==> src/rtl/ctrl_pkg.sv <==
// Shared encodings for the main decoder: ALU/extender codes, opcode classes and the control vector.
// CTRL_ILLEGAL_TRAP_EN adds the illegal flag to the control vector.
package ctrl_pkg;

  typedef enum logic [2:0] {
    ALU_ADD   = 3'b000,
    ALU_SUB   = 3'b001,
    ALU_AND   = 3'b010,
    ALU_OR    = 3'b011,
    ALU_XOR   = 3'b100,
    ALU_SHL   = 3'b101,
    ALU_SHR   = 3'b110,
    ALU_PASSB = 3'b111
  } alu_op_e;

  typedef enum logic [1:0] {
    EXT_ZX8  = 2'b00,
    EXT_SX8  = 2'b01,
    EXT_SX12 = 2'b10,
    EXT_SX20 = 2'b11
  } ext_sel_e;

  localparam logic [1:0] OP_ALU = 2'b00;
  localparam logic [1:0] OP_LOG = 2'b01;
  localparam logic [1:0] OP_MEM = 2'b10;
  localparam logic [1:0] OP_BR  = 2'b11;

  localparam logic [1:0] MEM_LDR = 2'b00;
  localparam logic [1:0] MEM_STR = 2'b01;
  localparam logic [1:0] MEM_CMP = 2'b10;
  localparam logic [1:0] LOG_MOV = 2'b11;
  localparam logic [1:0] BR_BL   = 2'b11;

  typedef struct packed {
`ifdef CTRL_ILLEGAL_TRAP_EN
    logic     illegal;
`endif
    logic     immout;
    logic     wmem;
    logic     rmem;
    logic     wreg;
    alu_op_e  alu;
    ext_sel_e ext;
  } ctrl_t;

  localparam ctrl_t CTRL_NOP = '0;

endpackage

==> src/rtl/ctrl_decode.sv <==
// Pure combinational decode of op/inst/immin into the datapath control vector.
// CTRL_ILLEGAL_TRAP_EN flags the reserved encodings instead of decoding them.
module ctrl_decode
  import ctrl_pkg::*;
(
  input  logic [1:0] op,
  input  logic [1:0] inst,
  input  logic       immin,
  output ctrl_t      ctrl_o
);

  always_comb begin
    ctrl_o = CTRL_NOP;
    case (op)
      OP_ALU: begin
        ctrl_o.alu    = alu_op_e'({1'b0, inst});
        ctrl_o.wreg   = 1'b1;
        ctrl_o.immout = immin;
        ctrl_o.ext    = EXT_SX8;
      end
      OP_LOG: begin
`ifdef CTRL_ILLEGAL_TRAP_EN
        if (inst == LOG_MOV && immin == 1'b1) begin
          ctrl_o.illegal = 1'b1;
        end else begin
          ctrl_o.alu    = alu_op_e'({1'b1, inst});
          ctrl_o.wreg   = 1'b1;
          ctrl_o.immout = immin;
          ctrl_o.ext    = EXT_ZX8;
        end
`else
        ctrl_o.alu    = alu_op_e'({1'b1, inst});
        ctrl_o.wreg   = 1'b1;
        ctrl_o.immout = immin;
        ctrl_o.ext    = EXT_ZX8;
`endif
      end
      OP_MEM: begin
        case (inst)
          MEM_LDR: begin
            ctrl_o.rmem   = 1'b1;
            ctrl_o.wreg   = 1'b1;
            ctrl_o.alu    = ALU_ADD;
            ctrl_o.immout = 1'b1;
            ctrl_o.ext    = EXT_SX12;
          end
          MEM_STR: begin
            ctrl_o.wmem   = 1'b1;
            ctrl_o.alu    = ALU_ADD;
            ctrl_o.immout = 1'b1;
            ctrl_o.ext    = EXT_SX12;
          end
          MEM_CMP: begin
            ctrl_o.alu    = ALU_SUB;
            ctrl_o.immout = immin;
            ctrl_o.ext    = EXT_SX8;
          end
          default: begin
`ifdef CTRL_ILLEGAL_TRAP_EN
            ctrl_o.illegal = (inst == 2'b11);
`endif
          end
        endcase
      end
      OP_BR: begin
        ctrl_o.alu    = ALU_ADD;
        ctrl_o.immout = 1'b1;
        ctrl_o.ext    = EXT_SX20;
        ctrl_o.wreg   = (inst == BR_BL);
      end
      default: ctrl_o = CTRL_NOP;
    endcase
  end

endmodule

==> src/rtl/control_unit.sv <==
// Main decoder: combinational decode followed by one output register with flush/stall.
// CTRL_ILLEGAL_TRAP_EN adds the registered illegal output.
module control_unit
  import ctrl_pkg::*;
(
  input  logic       clk,
  input  logic       rst,
  input  logic [1:0] op,
  input  logic [1:0] inst,
  input  logic       immin,
  input  logic       stall,
  input  logic       flush,
  output logic       immout,
  output logic       wmem,
  output logic       rmem,
  output logic       wreg,
  output logic [2:0] ALUins,
`ifdef CTRL_ILLEGAL_TRAP_EN
  output logic       illegal,
`endif
  output logic [1:0] ExtndSel
);

  ctrl_t ctrl_d;
  ctrl_t ctrl_q;

  ctrl_decode u_decode (
    .op     (op),
    .inst   (inst),
    .immin  (immin),
    .ctrl_o (ctrl_d)
  );

  // Decode -> output register; flush beats stall
  always_ff @(posedge clk or negedge rst) begin
    if (!rst) begin
      ctrl_q <= CTRL_NOP;
    end else if (flush) begin
      ctrl_q <= CTRL_NOP;
    end else if (!stall) begin
      ctrl_q <= ctrl_d;
    end
  end

  assign immout   = ctrl_q.immout;
  assign wmem     = ctrl_q.wmem;
  assign rmem     = ctrl_q.rmem;
  assign wreg     = ctrl_q.wreg;
  assign ALUins   = ctrl_q.alu;
  assign ExtndSel = ctrl_q.ext;
`ifdef CTRL_ILLEGAL_TRAP_EN
  assign illegal  = ctrl_q.illegal;
`endif

endmodule

==> config.mk <==
export PLATFORM = sky130hd
export DESIGN_NAME = control_unit
export DESIGN_NICKNAME = d
export VERILOG_FILES = /design/src/rtl/ctrl_pkg.sv /design/src/rtl/ctrl_decode.sv /design/src/rtl/control_unit.sv
export SDC_FILE = /design/constraint.sdc
export NUM_CORES = 1
export LEC_CHECK = 0
export BUFFER_PORTS_ARGS = -buffer_cell sky130_fd_sc_hd__buf_2
export CORE_AREA = 4 4 41 43
export DETAILED_ROUTE_END_ITERATION = 16
export DIE_AREA = 0 0 45 47
export PLACE_DENSITY = 0.6
export SYNTH_ARGS = -nofsm -noshare
export SYNTH_HDL_FRONTEND = slang
export SYNTH_SLANG_ARGS = --single-unit
==> constraint.sdc <==
create_clock -name clk -period 1.1 [get_ports clk]
set_input_delay 0.275 -clock clk [delete_from_list [all_inputs] [get_ports clk]]
set_output_delay 0.275 -clock clk [all_outputs]
set_load 0.01 [all_outputs]
; ---- After elaboration in Yosys (flattened, before gate mapping)
; Cells that the tools add are included.
[totals]
ff_bits = 9
output_inout_bits = 9
[classes]
n_eq_ne = 7
n_mux = 9
reduce_logical = 4
[op_table]
columns = operator, count
row1 = 6-bit case mux with 4 select lines, 1
row2 = 9-bit two-way mux, 2
row3 = "2-bit equality test, second input constant", 4
row4 = 3-bit case mux with 2 select lines, 1
row5 = "2-bit by 1-bit equality test with 1-bit output, second input constant", 2
row6 = 2-bit logical NOT, 2
row7 = 2-bit two-way mux, 2
row8 = 2-bit OR reduction, 2
row9 = 1-bit case mux with 3 select lines, 1
row10 = "2-bit by 1-bit inequality test with 1-bit output, second input constant", 1
row11 = 1-bit case mux with 2 select lines, 1
row12 = 1-bit two-way mux, 1

; ---- Depth between registers and ports, before layout
; Gate-level depths: netlist (run 1).
[depth]
word_depth = 6
ltp_mapped = 5

; ---- By module
; A second synthesis (run 1) with hierarchy kept.
[hier_totals]
cells_unflattened = 46
hier_area_um2 = 461.7
[by_module_without_submodules]
columns = module, instances, cells_per_inst, area_per_inst_um2, seq_area_each_um2
row1 = control_unit, 1, 29, 364.1, 225.2
row2 = ctrl_decode, 1, 17, 97.6, 0.0

; ---- Least setup slack after synthesis (run 1)
; OpenSTA, ideal clock, no wires.
[synth_path]
path_type = in2reg
startpoint = input op[1]
endpoint = register ctrl_q, in the netlist ALUins[0]
arrival_ps = 813
required_ps = 964
setup_slack_ps = 152
cell_stages = 4
cell_sequence = buf_6 -> and4bb_2 -> nor3_1 -> nor3_1
[synth_between]
elab_chain_len = 4
word_cells_on_any_way = 7
classes_between = eq/ne: 3 / mux: 3 / reduce/logical: 1
[synth_rtl]
columns = item, line
row1 = from (decl), control_unit.sv:8  ; input logic [1:0] op,
row2 = "2-bit equality test, or another cell as far along", ctrl_decode.sv:14  ; case (op)
row3 = 6-bit case mux with 4 select lines *, ctrl_decode.sv:14
row4 = 9-bit two-way mux *, control_unit.sv:40  ; end else if (!stall) begin
row5 = 9-bit two-way mux *, control_unit.sv:38  ; end else if (flush) begin
row6 = to (signal assigned), control_unit.sv:41  ; ctrl_q <= ctrl_d;
row7 = to (decl), control_unit.sv:25  ; ctrl_t ctrl_q;
; Every way passes the cells marked *; elsewhere a longest branch is shown, timed or not. The select of a mux whose other input is x is not followed.
; A chain may end at the register's enable or synchronous reset.

; ---- Worst setup path in the final report (run 1)
[layout_path]
startpoint = register ctrl_q, in the netlist ExtndSel[1]
endpoint = output ExtndSel[1]
[layout_lines]
columns = item, line
row1 = to (decl), control_unit.sv:21  ; output logic [1:0] ExtndSel
; No word-level cell between the ends.

==> results of run 1 <==
placed cells by master (no fill, tap or decap), types with 2 or more instances in the layout:
| master | netlist | routed |
|---|---|---|
| sky130_fd_sc_hd__a21oi_1 | 4 | 4 |
| sky130_fd_sc_hd__nor3b_1 | 2 | 2 |
| sky130_fd_sc_hd__nor2_1 | 4 | 4 |
| sky130_fd_sc_hd__dfrtp_1 | 9 | 9 |
| sky130_fd_sc_hd__clkbuf_4 | 0 | 3 |
| sky130_fd_sc_hd__nor3_1 | 3 | 3 |
| sky130_fd_sc_hd__nor2b_1 | 5 | 5 |
| sky130_fd_sc_hd__nand2_1 | 4 | 4 |
| sky130_fd_sc_hd__buf_2 | 0 | 17 |
| sky130_fd_sc_hd__nand3_1 | 2 | 2 |
| sky130_fd_sc_hd__nand3b_1 | 2 | 2 |
| sky130_fd_sc_hd__nand2b_1 | 2 | 2 |
flip-flops by register name, indices dropped and copies added (netlist names):
signal,cells
rmem,1
ALUins,3
wmem,1
ExtndSel,2
wreg,1
immout,1
layer usage:
metal	share of wire, %	vias to the layer above	global-route usage, %
li1	-	208	-
met1	43	188	13.5
met2	48	14	14.7
met3	8.3	2	5.75
met4	0.51	0	5.26
met5	0	-	0
stage by stage:
step | utilization [%] | setup WS, ns | cell area [um2]
2_1_floorplan | - | 0.152 | 475
3_3_place_gp | 42.4 | 0.0609 | 552
3_5_place_dp | 42.4 | 0.0562 | 552
4_1_cts | 45.2 | 0.0360 | 588
5_1_grt | 45.2 | 0.00201 | 588
6_report | 45.2 | 0.0461 | 588
power breakdown:
group / internal (mW) / switching, mW / leakage, nW
sequential: 0.347 / 0.00726 / 0.121
clock: 0.140 / 0.114 / 0.0150
combinational: 0.0516 / 0.0660 / 0.153
cells by family after synthesis:
family,after synthesis
AND/OR/NAND/NOR,26
flip-flops,9
buffers and inverters,5
AO/OA/AOI/OAI,9
multiplexers,1
area by class of cell:
type | count | share of cell area [%]
clock buffers | 4 | 4.47
inverters | 1 | 0.638
multi-input cells | 36 | 37.2
flip-flops and latches | 9 | 38.3
well taps | 15 | 3.19
repair buffers | 18 | 16.2
final timing paths:
path	slack, ns	depth (start not counted)	to
hold reg to reg	0.53	2	ALUins[1]
min in group asynchronous	0.39	2	immout
hold / removal	0.29	2	ExtndSel[0]
setup reg to reg	0.38	2	rmem
max in group asynchronous	0.53	2	ALUins[0]
setup / recovery	0.05	1	ExtndSel[1]
==> metrics.yaml, run 1 <==
global_routing:
  grt_max_degree: 18
  antenna_found_initial: 0
  grt_pass1_wl_um: 1550
  first_global_vias: 353
  grt.overflow.total: 0
  gr_usage_total_pct: 10.7
yosys:
  fraction_of_synthesized_cell_area_in_xor_and_xnor_cells_pct: 0
  yosys.area_share.adder_pct: 0
  synth_top_family_by_area: "simple AND/OR/NAND/NOR gates"
  yosys.area.top_type: "sky130_fd_sc_hd__dfrtp_1"
  synth.cell_area_um2: 475
  synthMuxAreaShare_pct: 2.11
  synthSimpleGateAreaFrac_pct: 31.1
  dominantRegCellSynth: "sky130_fd_sc_hd__dfrtp_1"
  synth_common_cells: "sky130_fd_sc_hd__dfrtp_1, sky130_fd_sc_hd__nor2b_1, sky130_fd_sc_hd__a21oi_1, sky130_fd_sc_hd__nand2_1, sky130_fd_sc_hd__nor2_1"
  ys_async_sr_fraction_pct: 100
  synth_compound_gate_area_share_pct: 12.9
  netlist_instances: 50
  yosysWarnings: 0
  post_synth_net_total: 59
  most_repeated_cell_in_the_gate_level_netlist_after_synthesis: "sky130_fd_sc_hd__dfrtp_1"
  ys_top_cells_by_area: "sky130_fd_sc_hd__dfrtp_1, sky130_fd_sc_hd__nor2b_1, sky130_fd_sc_hd__a21oi_1"
  synth_enable_flop_cells: 0
  avgSynthCellArea_um2: 9.51
  yosys_register_bits: 9
  yosys.cell_types.count: 23
  yosysTopAreaCellShare_pct: 47.4
  ys_seq_area_share_pct: 47.4
cells_and_area:
  fillCellCount: 144
  relative_area_change_from_synthesis_to_final_layout_pct: 23.7
  finalNonFillerCells: 83
  ff_latch_area_um2: 225
  antenna-diode-count: 0
  share_of_layout_cells_above_drive_strength_1_pct: 32.4
  final_net_count: 78
  multiInputGateArea_um2: 219
placed_design:
  placedCellCount: 78
  port_buffers: 17
  finalWeightedCongestion: 0.737
  hpwl_um: 712
sta:
  tightestPinTransition_ns: 0.279
  maxSlewHeadroom_pct: 81.4
  drv_slew: 0
  fin_tns_setup_ns: 0
  rsz0062_at_grt: "false"
  setup_viol: 0
  final_min_period_over_clock_period_pct: 95.8
  worst_clock_skew_ns: 0
  timing.final.crit_period_ns: 1.05
  maxClockFrequency_mhz: 949
  finalHoldViolations: 0
  fin_worst_hold_slack_ns: 0.288
floorplanning:
  design.die.area_um2: 2120
  die-height_um: 47
  core-area_um2: 1300
  io-pin-count: 18
  dieWidth_um: 45
  core.rowCount: 13
  initial_standard_cell_utilization_of_the_core_pct: 36.5
clock_tree:
  clock-root-buffer: "sky130_fd_sc_hd__clkbuf_4"
  cts.hold.buffers_added: 1
  htree_levels: 1
  clk_path_buf_depth: 2
  clk_pin_slew_ns: 0.06
  cts_tree: "done"
  worst_skew_pair.late_latency_ns: 0.26
  clock_sinks: 9
  postCtsSetupBuffers: 0
  post_cts.resized_instances: 0
  cts-buffers-inserted: 3
route:
  drt_drc_violations_left: 0
  drt-total-wl_um: 990
  first_pass_iters: 4
  via_per_inst: 4.96
  drt-initial-drc-count: 12
  route.detailed.wl_per_inst_um: 11.9
  drt.antenna.violating_nets: 0
  num_vias: 412
setup_path:
  critical_path_cell_sequence: "buf_2"
  crit_path_slowest_cell: "sky130_fd_sc_hd__dfrtp_1"
  cpLargestDelayFamily: "flip-flops"
  arrival_ns: 0.78
  crit_path_max_fanout: 2
  reg2reg_from: "rmem"
  timing.critical_path.to_type: "output port"
  required_ns: 0.82
  critPathKind: "reg -> out"
  critical-path-max-stage-delay_ns: 0.38
  critPathLaunch: "ExtndSel[1]"
  worst_path_bufs_invs: 1
  worstSetupStartpointType: "register"
power_and_ir_drop:
  post-layout-total-power_mw: 0.725
  cellLeakagePower_nw: 0.289
  power.density_cell_area_nw_per_um2: 1230
  ir_worst_vdd_mv: 0.656
run:
  drv_cap: 0
worst_hold_path:
  hold_class: "in -> reg"
  hold_path.startpoint: "flush"
run_status:
  run_status: "complete, no violations"
Power figures use the tool's default switching activity.
==> run 2, diff against run 1 <==
clock period = 1 ns   (was 1.1 ns; I/O delays follow)
==> run 2 against run 1 <==
- the run now ends with setup timing left
- hold slack got worse by 0.018 ns
- clock power is 7% higher
- cell count increased by 8.4%
- largest power group unchanged
- highest routed layer is now met3
- critical path type unchanged
==> metrics.yaml, run 2 (synthesis results as in run 1) <==
global_routing:
  first_global_vias: 380  # +7.6%
  gr_usage_total_pct: 10.8  # +0.18 points
  grt_max_degree: 18  # unchanged
  grt.overflow.total: 0  # unchanged
  antenna_found_initial: 0  # unchanged
  grt_pass1_wl_um: 1600  # +3.6%
placed_design:
  hpwl_um: 765  # +7.5%
  finalWeightedCongestion: 0.790  # +7.2%
  placedCellCount: 80  # +2.6%
  port_buffers: 17  # unchanged
  placed_area_um2: 567  # +2.7%
sta:
  finalHoldViolations: 0  # unchanged
  tightestPinTransition_ns: 0.273  # -0.00567 ns
  worst_clock_skew_ns: 0  # unchanged
  fin_worst_hold_slack_ns: 0.270  # -0.0180 ns
  maxClockFrequency_mhz: 975
  timing.final.crit_period_ns: 1.03
  rsz0062_at_grt: "true"
  maxSlewHeadroom_pct: 81.8  # +0.38 points
  drv_slew: 0  # unchanged
  finalWorstSetupSlack_ns: -0.0261  # -0.0722 ns
  final_min_period_over_clock_period_pct: 103
  setup_viol: 9  # +9
floorplanning:
  initial_standard_cell_utilization_of_the_core_pct: 36.5  # unchanged
  io-pin-count: 18  # unchanged
  die-height_um: 47  # unchanged
  core.rowCount: 13  # unchanged
  design.die.area_um2: 2120  # unchanged
  core-area_um2: 1300  # unchanged
  dieWidth_um: 45  # unchanged
run_status:
  failing_checks: "setup timing"
  run_status: "complete, but fails checks"
setup_path:
  crit_path_max_fanout: 2  # unchanged
  required_ns: 0.75  # -0.07 ns
  timing.critical_path.to_type: "output port"
  cpLargestDelayFamily: "flip-flops"
  crit_path_slowest_cell: "sky130_fd_sc_hd__dfrtp_1"
  r2r_cells: 4  # +2
  worstSetupStartpointType: "register"
  critPathKind: "reg -> out"
  critical_path_cell_sequence: "buf_2"
  critical_path_depth: 1  # unchanged
  critical-path-max-stage-delay_ns: 0.38  # about the same
  worst_path_bufs_invs: 1  # unchanged
  arrival_ns: 0.78  # about the same
route:
  drt_drc_violations_left: 0  # unchanged
  drt.antenna.violating_nets: 0  # unchanged
  drt-initial-drc-count: 1  # -11
  first_pass_iters: 3  # -1
  drt-total-wl_um: 1040  # +4.7%
  via_per_inst: 4.69  # -5.5%
  num_vias: 422  # +2.4%
  route.detailed.wl_per_inst_um: 11.5  # -3.4%
cells_and_area:
  final_net_count: 85  # +9.0%
  antenna-diode-count: 0  # unchanged
  post-route-cell-area_um2: 641  # +8.9%
  relative_area_change_from_synthesis_to_final_layout_pct: 34.7
  layout.cells.most_common_list: "sky130_fd_sc_hd__buf_2, sky130_fd_sc_hd__dfrtp_1, sky130_fd_sc_hd__buf_4"
  finalNonFillerCells: 90  # +8.4%
  share_of_layout_cells_above_drive_strength_1_pct: 38.7  # +6.3 points
  most_common_cell_after_layout_fill_and_taps_aside: "sky130_fd_sc_hd__buf_2"
  number_of_flip_flops_in_the_largest_register: 3  # unchanged
worst_hold_path:
  hold_class: "in -> reg"
  cell_depth_of_the_worst_min_delay_path: 2  # unchanged
power_and_ir_drop:
  cellLeakagePower_nw: 0.325  # +13%
  ir_worst_vdd_mv: 0.635  # -3.1%
  power.density_cell_area_nw_per_um2: 1260  # +2.0%
clock_tree:
  htree_levels: 1  # unchanged
  clk_path_buf_depth: 2  # unchanged
  cts_tree: "done"
  clock-root-buffer: "sky130_fd_sc_hd__clkbuf_4"
  cts-buffers-inserted: 3  # unchanged
  clk_pin_slew_ns: 0.06  # about the same
  clock_sinks: 9  # unchanged
  worst_skew_pair.late_latency_ns: 0.25  # about the same
  post_cts.resized_instances: 0  # unchanged
run:
  drv_cap: 0  # unchanged
run 2: layer usage:
layer | wire, um | global-route usage, % | vias to the layer above
li1 | - | - | 220
met2 | 506 | 16.9 | 11
met4 | 0 | 3.51 | 0
met5 | 0 | 0 | -
met3 | 77 | 6.90 | 0
met1 | 453 | 12.1 | 191
run 2: layout make-up:
class	count	area [um2]
inverters	1	3.75
multi-input cells	36	219
well taps	15	18.8
clock buffers	4	26.3
repair buffers	25	148
flip-flops and latches	9	225
fillers	142	661
run 2: where the power goes:
part           internal (mW)  switching, mW  leakage, nW
Clock                  0.153          0.118       0.0150
Combinational         0.0693         0.0752        0.189
Sequential             0.382        0.00803        0.121
run 2: final timing paths:
kind	from	to	slack [ns]
max in group asynchronous	rst	ALUins[0]	0.45
min	flush	ExtndSel[0]	0.27
min in group asynchronous	rst	immout	0.37
min reg2reg	ALUins[1]	ALUins[1]	0.52
max reg2reg	rmem	rmem	0.04
max	immout	immout	-0.03
run 2: repair_timing:
action	in CTS	in global routing
buffers inserted	2	3
hold endpoints to repair	9	0
setup endpoints to repair	9	9
hold buffers	1	0
run 2: metrics by stage:
stage               setup TNS [ns]  utilization [%]  power, mW  setup WS (ns)
finish                      -0.161             49.2      0.805        -0.0261
global route                -0.547             49.2      0.871        -0.0685
CTS                         -0.257             47.5      0.817        -0.0376
detailed placement         -0.0573             43.6      0.531        -0.0293
global placement           -0.0135             43.6      0.529        -0.0135
floorplan                        0                -      0.476         0.0766
==> run 3, diff against run 2 <==
BUFFER_PORTS_ARGS = -buffer_cell sky130_fd_sc_hd__buf_4   (was -buffer_cell sky130_fd_sc_hd__buf_2)
clock period = 1.25 ns   (was 1 ns; I/O delays follow)
==> run 3 against run 2 <==
- the run now ends clean
- total power decreased by 19%
- via count decreased by 5.5%
- hold slack improved by 0.018 ns
- utilization decreased by 0.77 points
==> metrics.yaml, run 3 (synthesis results as in run 1) <==
run_status:
  run_status: "complete, no violations"
sta:
  timing.final.crit_period_ns: 1.10
  fin_tns_setup_ns: 0  # +0.161 ns
  maxClockFrequency_mhz: 911
  final_min_period_over_clock_period_pct: 87.9
  fin_worst_hold_slack_ns: 0.288  # +0.0178 ns
  drv_slew: 0  # unchanged
  finalHoldViolations: 0  # unchanged
  finalWorstSetupSlack_ns: 0.152  # +0.178 ns
  worst_clock_skew_ns: 0  # unchanged
  tightestPinTransition_ns: 0.263  # -0.0103 ns
  maxSlewHeadroom_pct: 82.4  # +0.65 points
  rsz0062_at_grt: "false"
  setup_viol: 0  # -9
setup_path:
  critical-path-max-stage-delay_ns: 0.38  # about the same
  r2r_cells: 2  # -2
  worst_path_bufs_invs: 1  # unchanged
  critical_path_cell_sequence: "buf_4"
  crit_path_slowest_cell: "sky130_fd_sc_hd__dfrtp_1"
  worstSetupStartpointType: "register"
  timing.critical_path.to_type: "output port"
  required_ns: 0.94  # +0.19 ns
  cpLargestDelayFamily: "flip-flops"
  critPathKind: "reg -> out"
  crit_path_max_fanout: 2  # unchanged
  timing.reg2reg.setup_slack_ns: 0.53  # +0.49 ns
  arrival_ns: 0.79  # about the same
  critical_path_depth: 1  # unchanged
run:
  drv_cap: 0  # unchanged
placed_design:
  hpwl_um: 708  # -7.4%
  port_buffers: 17  # unchanged
  detailedPlace.worstSlack_ns: 0.177  # +0.206 ns
  placedCellCount: 78  # -2.5%
  placed_area_um2: 594  # +4.9%
  finalWeightedCongestion: 0.723  # -8.4%
clock_tree:
  post_cts.resized_instances: 0  # unchanged
  cts_tree: "done"
  postCtsSetupBuffers: 0  # -2
  cts-buffers-inserted: 3  # unchanged
  clk_path_buf_depth: 2  # unchanged
  clock_sinks: 9  # unchanged
  clock-root-buffer: "sky130_fd_sc_hd__clkbuf_4"
  worst_skew_pair.late_latency_ns: 0.25  # about the same
  htree_levels: 1  # unchanged
  clk_pin_slew_ns: 0.06  # about the same
power_and_ir_drop:
  post-layout-total-power_mw: 0.649  # -19%
  cellLeakagePower_nw: 0.297  # -8.7%
  power.density_cell_area_nw_per_um2: 1030  # -18%
  ir_worst_vdd_mv: 0.704  # +11%
floorplanning:
  core-area_um2: 1300  # unchanged
  io-pin-count: 18  # unchanged
  core.rowCount: 13  # unchanged
  design.die.area_um2: 2120  # unchanged
  initial_standard_cell_utilization_of_the_core_pct: 36.5  # unchanged
  dieWidth_um: 45  # unchanged
  die-height_um: 47  # unchanged
global_routing:
  antenna_found_initial: 0  # unchanged
  first_global_vias: 348  # -8.4%
  grt_pass1_wl_um: 1530  # -4.3%
  gr_usage_total_pct: 10.6  # -0.26 points
  grt.overflow.total: 0  # unchanged
  grt_max_degree: 18  # unchanged
cells_and_area:
  postLayoutCoreUtil_pct: 48.5  # -0.77 points
  layout.cells.most_common_list: "sky130_fd_sc_hd__buf_4, sky130_fd_sc_hd__dfrtp_1, sky130_fd_sc_hd__nor2b_1"
  final_net_count: 78  # -8.2%
  most_common_cell_after_layout_fill_and_taps_aside: "sky130_fd_sc_hd__buf_4"
  post-route-cell-area_um2: 631  # -1.6%
  relative_area_change_from_synthesis_to_final_layout_pct: 32.6
  finalNonFillerCells: 83  # -7.8%
  antenna-diode-count: 0  # unchanged
  number_of_flip_flops_in_the_largest_register: 3  # unchanged
  share_of_layout_cells_above_drive_strength_1_pct: 32.4  # -6.3 points
worst_hold_path:
  cell_depth_of_the_worst_min_delay_path: 2  # unchanged
  hold_class: "in -> reg"
route:
  via_per_inst: 4.81  # +2.5%
  first_pass_iters: 4  # +1
  drt-initial-drc-count: 5  # +4
  drt_drc_violations_left: 0  # unchanged
  num_vias: 399  # -5.5%
  drt-total-wl_um: 975  # -6.0%
  route.detailed.wl_per_inst_um: 11.7  # +2.0%
  drt.antenna.violating_nets: 0  # unchanged
==> run 3: repair_timing <==
action,in CTS,in global routing
endpoints found under the setup margin,0,0
hold buffers,1,0
endpoints found under the hold margin,9,0
==> run 3: where the power goes <==
group	switching (mW)	internal (mW)	total, mW
clock	0.0952	0.123	0.218
combinational	0.0582	0.0604	0.119
sequential	0.00699	0.305	0.312
total	0.160	0.488	0.649
==> run 3: worst paths after layout <==
kind,from,to
hold / removal,flush,wmem
min in group asynchronous,rst,immout
setup / recovery,immout,immout
max in group asynchronous,rst,ALUins[0]
setup reg to reg,rmem,rmem
hold reg to reg,ALUins[1],ALUins[1]
==> run 3: per-layer routing <==
metal / up-vias / wire [um] / track usage, %
met5: - / 0 / 0
met4: 0 / 0 / 1.75
met3: 0 / 74 / 6.90
met2: 11 / 457 / 15.8
met1: 181 / 443 / 13.0
li1: 207 / - / -
==> run 3: layout make-up <==
type	instances	area, um2
clock buffer	4	26.3
fill	140	671
inverter	1	3.75
multi-input combinational	36	219
sequential	9	225
tap	15	18.8
timing repair buffer	18	138
